`src/rtl/tdm_demux_if.sv`:
```
// ============================================================================
// tdm_demux_if : serial TDM input and recovered parallel frame bundle
// Rev 1.0
// ============================================================================
`default_nettype none

interface tdm_demux_if #(
   parameter int CHANNELS = 8,
   parameter int SEL_W    = 3
);
   logic                din;
   logic                fs;
   logic                en;
   logic [CHANNELS-1:0] y;
   logic                frame_valid;
   logic [SEL_W-1:0]    slot;
   logic                locked;
   logic                sync_err;

   modport master (
      output din, fs, en,
      input  y, frame_valid, slot, locked, sync_err
   );

   modport slave (
      input  din, fs, en,
      output y, frame_valid, slot, locked, sync_err
   );
endinterface

`default_nettype wire

```
`src/rtl/tdm_demux.sv`:
```
// ============================================================================
// tdm_demux : recovers CHANNELS single-bit channels from a frame-synced TDM stream
// Rev 1.0
// ============================================================================
`default_nettype none

module tdm_demux #(
   parameter int CHANNELS = 8,
   parameter int SEL_W    = 3
) (
   input  wire          clk,
   input  wire          rst_n,
   tdm_demux_if.slave   bus
);

   typedef enum logic [0:0] {
      HUNT   = 1'b0,
      LOCKED = 1'b1
   } state_t;

   localparam logic [SEL_W-1:0] LAST_SLOT = SEL_W'(CHANNELS - 1);

   state_t              state_q,       state_d;
   logic [SEL_W-1:0]    slot_q,        slot_d;
   logic [CHANNELS-1:0] shadow_q,      shadow_d;
   logic [CHANNELS-1:0] y_q,           y_d;
   logic                frame_valid_q, frame_valid_d;
   logic                sync_err_q,    sync_err_d;

   always_comb begin
      state_d       = state_q;
      slot_d        = slot_q;
      shadow_d      = shadow_q;
      y_d           = y_q;
      frame_valid_d = 1'b0;
      sync_err_d    = 1'b0;

      if (bus.en) begin
         case (state_q)
            HUNT: begin
               if (bus.fs) begin
                  shadow_d[0] = bus.din;
                  slot_d      = SEL_W'(1);
                  state_d     = LOCKED;
               end
            end
            LOCKED: begin
               // fs always restarts the frame; off slot 0 it is also an error
               if (bus.fs) begin
                  sync_err_d  = (slot_q != '0);
                  shadow_d[0] = bus.din;
                  slot_d      = SEL_W'(1);
               end else if (slot_q == '0) begin
                  sync_err_d = 1'b1;
                  state_d    = HUNT;
               end else if (slot_q == LAST_SLOT) begin
                  y_d           = {bus.din, shadow_q[CHANNELS-2:0]};
                  frame_valid_d = 1'b1;
                  slot_d        = '0;
               end else begin
                  shadow_d[slot_q] = bus.din;
                  slot_d           = slot_q + SEL_W'(1);
               end
            end
            default: state_d = HUNT;
         endcase
      end
   end

   always_ff @(posedge clk or negedge rst_n) begin
      if (!rst_n) begin
         state_q       <= HUNT;
         slot_q        <= '0;
         shadow_q      <= '0;
         y_q           <= '0;
         frame_valid_q <= 1'b0;
         sync_err_q    <= 1'b0;
      end else begin
         state_q       <= state_d;
         slot_q        <= slot_d;
         shadow_q      <= shadow_d;
         y_q           <= y_d;
         frame_valid_q <= frame_valid_d;
         sync_err_q    <= sync_err_d;
      end
   end

   assign bus.y           = y_q;
   assign bus.frame_valid = frame_valid_q;
   assign bus.slot        = slot_q;
   assign bus.locked      = (state_q == LOCKED);
   assign bus.sync_err    = sync_err_q;

endmodule

`default_nettype wire
```
`src/flat_wrapper.sv`:
```
// flat-port wrapper written by rule: the top's interface ports become plain ports
module tdm_demux_flat 
#(
   parameter int CHANNELS = 8,
   parameter int SEL_W    = 3
)
  (clk, rst_n, bus_din, bus_fs, bus_en, bus_y, bus_frame_valid, bus_slot, bus_locked, bus_sync_err);
  tdm_demux_if #(.CHANNELS(CHANNELS), .SEL_W(SEL_W)) bus_i ();
  input  wire clk;
  input  wire rst_n;
  input wire logic [$bits(bus_i.din)-1:0] bus_din;
  input wire logic [$bits(bus_i.fs)-1:0] bus_fs;
  input wire logic [$bits(bus_i.en)-1:0] bus_en;
  output wire logic [$bits(bus_i.y)-1:0] bus_y;
  output wire logic [$bits(bus_i.frame_valid)-1:0] bus_frame_valid;
  output wire logic [$bits(bus_i.slot)-1:0] bus_slot;
  output wire logic [$bits(bus_i.locked)-1:0] bus_locked;
  output wire logic [$bits(bus_i.sync_err)-1:0] bus_sync_err;
  assign bus_i.din = bus_din;
  assign bus_i.fs = bus_fs;
  assign bus_i.en = bus_en;
  assign bus_y = bus_i.y;
  assign bus_frame_valid = bus_i.frame_valid;
  assign bus_slot = bus_i.slot;
  assign bus_locked = bus_i.locked;
  assign bus_sync_err = bus_i.sync_err;
  tdm_demux #(.CHANNELS(CHANNELS), .SEL_W(SEL_W)) u_core (.clk(clk), .rst_n(rst_n), .bus(bus_i));
endmodule
```
`config.mk`:
```
export PLATFORM = sky130hd
export DESIGN_NAME = tdm_demux_flat
export DESIGN_NICKNAME = d
export VERILOG_FILES = /design/src/rtl/tdm_demux_if.sv /design/src/rtl/tdm_demux.sv /design/src/flat_wrapper.sv
export SDC_FILE = /design/constraint.sdc
export NUM_CORES = 1
export LEC_CHECK = 0
export CORE_MARGIN = 10
export CORE_UTILIZATION = 50
export DETAILED_ROUTE_END_ITERATION = 8
export PLACE_DENSITY = 0.77
export SETUP_SLACK_MARGIN = 0.3
export SYNTH_ARGS = -nofsm -noshare
export SYNTH_HDL_FRONTEND = slang
export SYNTH_SLANG_ARGS = --single-unit
```
`constraint.sdc`:
```
create_clock -name clk -period 2.5 [get_ports clk]
set_input_delay 0.5 -clock clk [delete_from_list [all_inputs] [get_ports clk]]
set_output_delay 0.5 -clock clk [all_outputs]
set_load 0.02 [all_outputs]
```
==> summary by stage <==
STA
At the pin with the least slew margin, the transition time is 0.5221 ns. The achievable clock frequency is 492.9 MHz. The final hold violation count is 0. Dividing the final minimum period by the clock period gives 0.8115. The shortest clock period the worst path allows after layout is 2.029 ns. Across all hold checks on the routed design, the worst slack comes to 0.5148 ns. The post-route setup TNS is 0 ns.

In the post-route analysis, the smallest setup slack over all paths is 0.4712 ns. Setup repair after global routing left no endpoint under its margin. The worst-case clock skew is 0.002838 ns. Measured against its own limit, the worst slew margin works out to 0.6483. The number of max-slew violations in the final report is 0.

The number of endpoints failing setup at the final stage is 0.

CTS
The number of H-tree branching levels is 1. The clock net in this run drives a total of 21 sinks. The clock tree from TritonCTS is yes. The later pin in the worst-skew pair is clocked with a latency of 0.30 ns. The number of hold buffers added after CTS was 0. Counting the buffers created by CTS gives 3. After clock tree synthesis, the clock-pin slew on the worst setup and hold paths is 0.11 ns. The cell at the root of the clock tree is clkbuf_4. The number of buffers between clock root and the deepest sink is 2.

Setup path
The startpoint identified for the worst register-to-register timing path is u_core.bus.slot[0]. The maximum fanout encountered on the critical timing path is 9. The worst setup path is captured at a register. The number of cells on the worst reg-to-reg path is 8. The critical path required time is 2.73 ns.

The worst setup path is launched from a register. The worst setup path is of the register to register kind. Data arrives at the worst endpoint at 2.26 ns. The worst register-to-register path ends at u_core.shadow_q[0]. The setup check on the worst reg-to-reg path leaves a slack of 0.47 ns.

Drt
The DRC violation count after routing is 0. The count of nets left with antenna violations once routing finished came out at 0. The initial detailed-routing violation count is 18. The mean routed wirelength per cell is 15.81 um.

In the routed layout, each cell is associated on average with a via count of 5.481. Summing over every cut layer, the via total after detailed routing is 707. The number of detailed-routing iterations run before antenna repair is 4. The final layout contains routed wiring with a total length of 2040 um.

Placed design
The number of buffers added on ports is 18. Summing all placed instances gives a cell area of 1236 sq um. The worst-case setup slack after placement is 0.3903 ns. The placer congestion estimate is 0.9185. The cell count after placement is 125.

Status
The flow ran to the end, and the final reports show no timing, DRC or antenna violations.

Die
The height of the die is 65.27 um. The horizontal die dimension is 65.27 um. The initialized floorplan defines 16 standard-cell rows. 19 I/O pins were placed.

The floorplan core area is 1962 sq um. The full die area is 4260 sq um. The initial standard-cell utilization of the core is 0.5223.

Synthesis
The cell area that synthesis handed to floorplanning was 1025 sq um. Of the synthesized area, sequential elements account for 0.5128. The largest area contributor in the netlist is dfrtp_1. The Yosys warning count is 0. The mean post-synth cell area is 12.65 sq um. The cell count after synthesis came out at 81. The number of nets produced by synthesis is 91. The count of state elements after synthesis is 21.

Sorting the synthesized cells by area gives the leading types as dfrtp_1 51%, mux2_2 16%, ha_1 6.1%. Of the post-synthesis cell area, the dominant cell type holds 0.5128. Counting distinct cell types in the post-synthesis netlist gives 31.

Final layout
The utilization after layout is 0.6448. Counting the fill cells in the layout gives 173. The number of antenna diodes is 0. The layout cell share with drive strength beyond 1 is 0.2451. Leaving out fill and tap cells, the most frequent cell in the layout is dfrtp_1. The final layout contains 113 nets. With fillers left out, the area of the finished cells amounts to 1265 sq um. Leaving out fill and tap cells, the most frequent cells in the layout are 19 x dfrtp_1, 18 x clkdlybuf4s50_1, 15 x mux2_2. Compared with the post-synthesis result, the final layout area differs by 23.44%. The finished layout holds 129 standard cells, fillers aside.

Pwr
The overall power consumption is 1.234 mW. Dividing total power by cell area gives a power density of 975.6 nW/um^2. Across the VDD grid, the largest voltage drop is 0.5875 mV.

The leakage dissipation is 0.5891 nW.

Min path
The startpoint of the most critical hold path is u_core.bus.y[0]. The path class of the lowest-slack min-delay path is register to register. The worst hold path terminates at u_core.bus.y[0]. The hold path depth is 1.

Global routing
The global-route congestion overflow total is 0. For this run, the total global-route usage over all layers was measured as 0.1015. The number of global-route vias before repair is 730.

The initial antenna violation count is 0. Entering global routing, the biggest net connects 22 pins. The first global-routing pass estimated 3422 um of wire.

Job
Max-cap violations in this run came to 0.
[worst max path at each step]
stage / start / to / slack, ns / cells after the start
3_3_place_gp: bus_fs / u_core.shadow_q[0] / 0.43 / 6
3_5_place_dp: bus_fs / u_core.shadow_q[0] / 0.39 / 6
5_1_grt: u_core.bus.slot[1] / u_core.shadow_q[0] / 0.35 / 8
4_1_cts: u_core.bus.locked / bus_locked / 0.36 / 1
2_1_floorplan: u_core.bus.slot[0] / u_core.shadow_q[0] / 0.50 / 8
6_report: u_core.bus.slot[0] / u_core.shadow_q[0] / 0.47 / 8
[power breakdown]
part	internal [mW]	switching, mW	total [mW]
Sequential	0.451	0.114	0.565
Combinational	0.270	0.239	0.509
Clock	0.0623	0.0982	0.160
[worst max-delay path: stages, from the launching register on]
cell      delay (ns)
dfrtp_2         0.46
inv_1           0.10
ha_1            0.22
nand2b_1        0.13
inv_1           0.06
ha_1            0.25
and2_1          0.20
or3b_1          0.38
a32oi_1         0.16
[cell families (layout without fill, tap and decap cells)]
logic type               count (synthesis)  in the layout  share of synthesized area
flip-flops                              21             21                     0.5128
AO/OA/AOI/OAI                           10             10                    0.07448
AND/OR/NAND/NOR                         23             23                     0.1551
buffers and inverters                    7             28                    0.03174
multiplexers                            15             15                     0.1648
adder cells (fa/ha/maj)                  5              5                    0.06105
[layout make-up]
| cell class | instances | area, sq um | area share |
|---|---|---|---|
| timing repair buffer | 20 | 195.2 | 0.1543 |
| tap | 27 | 33.78 | 0.02671 |
| multi-input combinational | 53 | 466.7 | 0.3689 |
| inverter | 4 | 15.01 | 0.01187 |
| sequential | 21 | 528.0 | 0.4174 |
| clock buffer | 4 | 26.28 | 0.02077 |
[Yosys cell counts (all sizes together)]
master,instances
dfrtp,21
ha,5
o221ai,1
and4b,1
or4,1
nor2b,1
nand3,3
and4,1
a22oi,1
inv,4
nand2,3
and3,1
nand2b,1
clkbuf,1
nor2,2
nor3b,2
o21ai,1
a22o,4
and4bb,1
nand4b,1
a32oi,1
buf,2
a21oi,1
or3b,1
mux2,15
a31oi,1
nand3b,1
and2,1
nand4,1
and2b,1
[registers in the layout (all words and copies together) (netlist names)]
signal / cells
u_core.bus.locked: 1
u_core.bus.frame_valid: 1
u_core.bus.sync_err: 1
u_core.shadow_q: 7
u_core.bus.y: 8
u_core.bus.slot: 3
[per-layer routing]
metal / part of all wire / global-route usage / vias up / wire length, um
met4: 0.027 / 0.06417 / 0 / 56
met5: 0 / 0 / - / 0
met3: 0.068 / 0.03220 / 5 / 138
met1: 0.45 / 0.1186 / 348 / 914
met2: 0.46 / 0.1573 / 16 / 930
li1: - / - / 338 / -
[repair_timing]
item	CTS	global route
endpoints found under the setup margin	0	2
setup buffers	0	0
gates resized for setup	0	2
Note: power is estimated with default switching activity, not from simulation.
